**config.mk**
```make
export PLATFORM = sky130hd
export DESIGN_NAME = serial_adder_flat
export DESIGN_NICKNAME = d
export VERILOG_FILES = /design/src/rtl/serial_adder_if.sv /design/src/rtl/serial_adder.sv /design/src/flat_wrapper.sv
export SDC_FILE = /design/constraint.sdc
export NUM_CORES = 1
export LEC_CHECK = 0
export ABC_AREA = 1
export CAP_MARGIN = 20
export CORE_MARGIN = 5
export CORE_UTILIZATION = 51
export CTS_CLUSTER_SIZE = 28
export DETAILED_ROUTE_END_ITERATION = 8
export PLACE_DENSITY = 0.75
export SKIP_LAST_GASP = 1
export SYNTH_ARGS = -nofsm -noshare
export SYNTH_HDL_FRONTEND = slang
export SYNTH_SLANG_ARGS = --single-unit
```
**constraint.sdc**
```tcl
create_clock -name clk -period 1.6 [get_ports clk]
set_input_delay 0.32 -clock clk [delete_from_list [all_inputs] [get_ports clk]]
set_output_delay 0.32 -clock clk [all_outputs]
set_load 0.1 [all_outputs]
```
**src/rtl/serial_adder_if.sv**
```systemverilog
// serial_adder_if: start/operand/result bundle for the bit-serial adder
`timescale 1ns/1ps
interface serial_adder_if #(parameter int WIDTH = 8);
  logic             start;
  logic [WIDTH-1:0] a;
  logic [WIDTH-1:0] b;
  logic             cin;
  logic             busy;
  logic             done;
  logic [WIDTH-1:0] sum;
  logic             cout;
  modport master (output start, a, b, cin, input busy, done, sum, cout);
  modport slave  (input start, a, b, cin, output busy, done, sum, cout);
endinterface

```
**src/rtl/serial_adder.sv**
```systemverilog
// serial_adder: LSB-first bit-serial a+b+cin through one full-adder cell, WIDTH clocks per result
`timescale 1ns/1ps
module serial_adder #(
  parameter int WIDTH = 8
) (
  input logic           clk,
  input logic           rst_n,
  serial_adder_if.slave bus
);
  localparam int CW = $clog2(WIDTH);
  typedef enum logic {IDLE, RUN} state_t;
  state_t           state_q, state_d;
  logic [WIDTH-1:0] sa_q, sa_d, sb_q, sb_d, ps_q, ps_d, sum_q, sum_d;
  logic [CW-1:0]    cnt_q, cnt_d;
  logic             c_q, c_d, cout_q, cout_d, done_q, done_d;
  logic             accept, run, last, fin, s, c_n;
  always_ff @(posedge clk or negedge rst_n)
    if (!rst_n) state_q <= IDLE;
    else state_q <= state_d;
  always_comb begin
    accept  = (state_q == IDLE) && bus.start;
    run     = state_q == RUN;
    last    = cnt_q == CW'(WIDTH - 1);
    fin     = run && last;
    state_d = accept ? RUN : fin ? IDLE : state_q;
  end
  always_comb begin
    bus.busy = run;
    bus.done = done_q;
    bus.sum  = sum_q;
    bus.cout = cout_q;
  end
  always_comb begin
    s      = sa_q[0] ^ sb_q[0] ^ c_q;
    c_n    = (sa_q[0] & sb_q[0]) | (c_q & (sa_q[0] ^ sb_q[0]));
    sa_d   = accept ? bus.a : run ? sa_q >> 1 : sa_q;
    sb_d   = accept ? bus.b : run ? sb_q >> 1 : sb_q;
    c_d    = accept ? bus.cin : run ? c_n : c_q;
    cnt_d  = accept ? '0 : run ? cnt_q + CW'(1) : cnt_q;
    ps_d   = run ? {s, ps_q[WIDTH-1:1]} : ps_q;
    sum_d  = fin ? ps_d : sum_q;
    cout_d = fin ? c_n : cout_q;
    done_d = fin;
  end
  always_ff @(posedge clk or negedge rst_n)
    if (!rst_n) begin
      sa_q   <= '0;
      sb_q   <= '0;
      ps_q   <= '0;
      sum_q  <= '0;
      cnt_q  <= '0;
      c_q    <= 1'b0;
      cout_q <= 1'b0;
      done_q <= 1'b0;
    end else begin
      sa_q   <= sa_d;
      sb_q   <= sb_d;
      ps_q   <= ps_d;
      sum_q  <= sum_d;
      cnt_q  <= cnt_d;
      c_q    <= c_d;
      cout_q <= cout_d;
      done_q <= done_d;
    end
endmodule

```
**src/flat_wrapper.sv**
```systemverilog
// flat-port wrapper written by rule: the top's interface ports become plain ports
module serial_adder_flat 
#(
  parameter int WIDTH = 8
)
  (clk, rst_n, bus_start, bus_a, bus_b, bus_cin, bus_busy, bus_done, bus_sum, bus_cout);
  serial_adder_if #(.WIDTH(WIDTH)) bus_i ();
  input logic clk;
  input logic rst_n;
  input wire logic [$bits(bus_i.start)-1:0] bus_start;
  input wire logic [$bits(bus_i.a)-1:0] bus_a;
  input wire logic [$bits(bus_i.b)-1:0] bus_b;
  input wire logic [$bits(bus_i.cin)-1:0] bus_cin;
  output wire logic [$bits(bus_i.busy)-1:0] bus_busy;
  output wire logic [$bits(bus_i.done)-1:0] bus_done;
  output wire logic [$bits(bus_i.sum)-1:0] bus_sum;
  output wire logic [$bits(bus_i.cout)-1:0] bus_cout;
  assign bus_i.start = bus_start;
  assign bus_i.a = bus_a;
  assign bus_i.b = bus_b;
  assign bus_i.cin = bus_cin;
  assign bus_busy = bus_i.busy;
  assign bus_done = bus_i.done;
  assign bus_sum = bus_i.sum;
  assign bus_cout = bus_i.cout;
  serial_adder #(.WIDTH(WIDTH)) u_core (.clk(clk), .rst_n(rst_n), .bus(bus_i));
endmodule
```
### Word level (Yosys, flattened, before mapping)

Index checks and enable logic that the tools add are counted.

* add/sub/neg operators: 1
* eq/ne operators: 1
* muxes and demuxes: 11
* bitwise gates (word level): 6
* reductions and logical operators: 4

Operators by type and width (count)
* $mux W8: 5
* $mux W3: 2
* $mux W1: 4
* $reduce_bool A2 Y1: 2
* $add A3 B1 Y3 const B: 1
* $eq A3 B3 Y1 const B: 1
* $and A1 B1 Y1: 2
* $logic_and A1 B1 Y1: 2
* $xor A1 B1 Y1: 2
* $not A1 Y1: 1
* $or A1 B1 Y1: 1

* register bits: 39
* input port bits: 20
* output and inout bits: 11
* word-level logic and storage cells: 32

### Depth between registers and ports, before layout

* depth in word-level cells: 5
* mapped depth: 6
* mapped depth without buffers: 6

### Least setup slack after synthesis

Ideal clock, no wire load.

* path type: reg2reg
* start: register u_core.state_q, in the netlist u_core.bus.busy
* end: register u_core.sum_q[6], in the netlist u_core.bus.sum[6]
* library setup time: 0.122 ns
* data arrival time: 1.504 ns
* required time: 1.478 ns
* slack: -0.026 ns
* stages on the path, launching flop included: 6
* path buffers: 2
* clock period less this slack: 1.626 ns
* path through: dfrtp_1 > buf_6 > nand2_4 > buf_6 > nand2_1 > o21ai_2

* longest elaborated chain between the ends: 1
* elaborated cells on any way between the ends: 2
* classes of those cells: mux (1); reduce/logical (1)

Ends and longest elaborated chain
* start, declared: line serial_adder.sv:12 `state_t state_q, state_d;`
* start signal, assigned: line serial_adder.sv:19 `else state_q <= state_d;`
* $mux W8 or $logic_and A1 B1 Y1 (tied branches): line serial_adder.sv:40, serial_adder.sv:24
* end signal, assigned: line serial_adder.sv:59 `sum_q <= sum_d;`
* end, declared: line serial_adder.sv:13 `logic [WIDTH-1:0] sa_q, sa_d, sb_q, sb_d, ps_q, ps_d, sum_q, sum_d;`

Several ways; a longest one is shown, not always the timed one.
A chain may end at the register's enable or synchronous reset.

### Worst setup path after layout

* start: register u_core.state_q, in the netlist u_core.bus.busy
* end: output bus_busy

RTL lines
* end, declared: line flat_wrapper.sv:14 `output wire logic [$bits(bus_i.busy)-1:0] bus_busy;`

No word-level cell between the ends.

==> summary.md <==
| Metric | Value |
|---|---|
| Post-Syn Area | roughly 1700 µm² |
| Clk_lat worst skew | 340 ps |
| Cell variety after synth | 16 |
| Initial antenna violation count | 0 |
| WL/cell | 12.2 µm |
| Layout fillers | 234 |
| Maximum VDD drop | 0.899 mV |
| Relative slew slack | 81.1% |
| Largest net degree at the start of global routing | 39 |
| Avg Cell Area, Syn | 9.65 µm² |
| Layout cell share with drive strength beyond 1 | 17.2% |
| Slowest-stage cell, CP | dfrtp_4 |
| Die area | 4490 µm² |
| Status | completed |
| # diodes | 0 |
| # DRC | 0 |
| Post-CTS setup buffer count | 0 |
| Launch point of the worst reg-to-reg path | u_core.cnt_q[0] |
| Final min period | 1480 ps |
| DP Area | slightly above 2000 µm² |
| Overflow after GRT | 0 |
| Final period utilization | 92.7% |
| Crit path capture type | primary output |
| Min-delay worst type | primary input to async pin |
| Starting Density | 53.9% |
| Commonest non-fill, non-tap cell in the layout | nand2_1 |
| FF+latch count, synth | 38 |
| Crit-path max FO | 17 |
| Clk slew on worst S/H paths | approximately 100 ps |
| Synth warnings | 0 |
| Register area | 955 µm² |
| IO Port Bufs | 30 |
| P&R area growth vs syn | 30.4% |
| Setup Skew | ~3.5 ps |
| WP buf/inv | 1 |
| Area occupied by multi-input gates | 571 µm² |
| Crit-path cells | buf_12 |
| Iteration count of the initial detailed-routing pass | 4 |
| Cell count after synthesis | 172 |
| Least-Margin Pin Slew | 282 ps |
| Max Root-Sink Buffers | 2 |
| Vias/cell | 5.00 |
| I/O pin cnt | 31 |
| Clock root cell | clkbuf_4 |
| Critical path class | flop to primary output |
| Cell area after layout | 2160 µm² |
| Core Footprint | 3080 µm² |
| Max-Cap Viols | 0 |
| Iter 0 DRT Violations | 88 |
| Top cells by area, synth | dfrtp_1, nand2_1, nand3_1, buf_6, o21ai_2 |
| Vias | between 1000 and 1500 |
| RSZ-0062 raised after global routing | false |
| Site row count | 20 |
| GPL Wtd Cong | between 0.7 and 0.8 |
| Top delay family on crit path | flip-flops |
| Hpwl dp | 2.24 mm |
| Count of pins over their slew limit | 0 |
| Vias in the first global route | 1263 |
| H-tree levels | 2 |
| Die height | 67.0 µm |
| Ys flop type | dfrtp_1 |
| Final core utilization | 70.3% |
| Routed Antenna Nets | 0 |
| Final Setup Violations | 0 |
| Final wirelength | 3.04 mm |
| PwrDens | between 2000 and 2500 nW/µm² |
| Max frequency | 0.674 GHz |
| Tot Pwr | 4.52 mW |
| Post-synth ARST share | 100% |
| Critical Path AT | 1160 ps |
| GRT Overall Usage | 16.7% |
| NumNets Final | 226 |
| Origin of the worst setup path | u_core.bus.busy |
| Hold slack | 465 ps |
| Clk sink count | 38 |
| TritonCTS clock tree | done |
| EDFF count, synth | 0 |
| Post-synthesis net count | about 200 |
| Num CTS Buffers | 5 |
| Leading area contributor after synthesis | dfrtp_1 |
| Leak | 1.06 nW |
| Worst endpoint required time | approximately 1300 ps |
| Sequential area share after synthesis | 57.3% |
| Setup TNS Final | 0 ps |
| Global-route wire length before repair | 5.58 mm |
| Die Wd | 67.0 µm |
| Final hold viol count | 0 |
| Post-synth top area share | 57.3% |
| CP peak stage delay | 610 ps |
| Commonest non-fill, non-tap cells in the layout | nand2_1, dfrtp_1, nand3_1 |
| Crit path launch type | flop |
[final cells by class]
type | instances | share of cell area (%)
repair buffers | 35 | 21.7
flip-flops and latches | 38 | 44.1
multi-input cells | 114 | 26.4
clock buffers | 8 | 3.64
well taps | 44 | 2.54
inverters | 9 | 1.56
[repair_timing]
action | CTS | global route
endpoints found under the hold margin | 38 | 0
hold buffers | 1 | 0
gates resized for setup | 0 | 1
setup endpoints to repair | 0 | 1
[cells in the mapped netlist (2+ instances only)]
master   number
o21ai_0       7
buf_2         2
o21ai_2       7
nand3_1      32
nand2_1      61
ha_1          2
buf_4         2
buf_6         7
inv_1         8
dfrtp_1      38
[worst paths after layout]
check | end | slack [ps] | cells past startpoint
min in group clk | u_core.sb_q[7] | 480 | 2
worst min-delay path | u_core.sb_q[1] | 470 | 3
max in group asynchronous | u_core.bus.busy | 940 | 3
worst max-delay path | bus_busy | 120 | 1
worst max register to register | u_core.bus.cout | 230 | 6
worst min register to register | u_core.sb_q[7] | 480 | 2
[registers in the layout (all words and copies together) (netlist names)]
name,flops
u_core.bus.cout,1
u_core.sb_q,8
u_core.c_q,1
u_core.bus.busy,1
u_core.sa_q,8
u_core.bus.sum,8
u_core.ps_q,7
u_core.bus.done,1
u_core.cnt_q,3
[kinds of logic after synthesis]
group,Yosys count,share of synthesized area [%]
DFF,38,57.3
AOI/OAI and AO/OA,15,6.11
and+or+nand+nor,96,25.6
adders and majority gates,3,2.71
buffers and inverters,20,8.30
[stage by stage]
| step | cells | worst slack [ps] |
|---|---|---|
| 2_1_floorplan | 172 | 253 |
| 3_3_place_gp | 239 | 208 |
| 6_report | 248 | 116 |
| 4_1_cts | 248 | 32.2 |
| 3_5_place_dp | 239 | 152 |
| 5_1_grt | 248 | 70.7 |
[metal layers]
metal / wire [µm] / share of wire, % / GRT usage, %
met1: 1310 / 43 / 20.9
met2: 1520 / 50 / 26.5
met3: 176 / 5.8 / 4.05
met4: 27 / 0.89 / 9.11
met5: 0 / 0 / 0
[where the power goes]
group	switching, mW	total [mW]	internal (mW)
Combinational	1.43	2.24	0.816
Clock	0.296	0.596	0.300
Sequential	0.332	1.68	1.35
Total	2.06	4.52	2.47
Note: power is estimated with default switching activity, not from simulation.
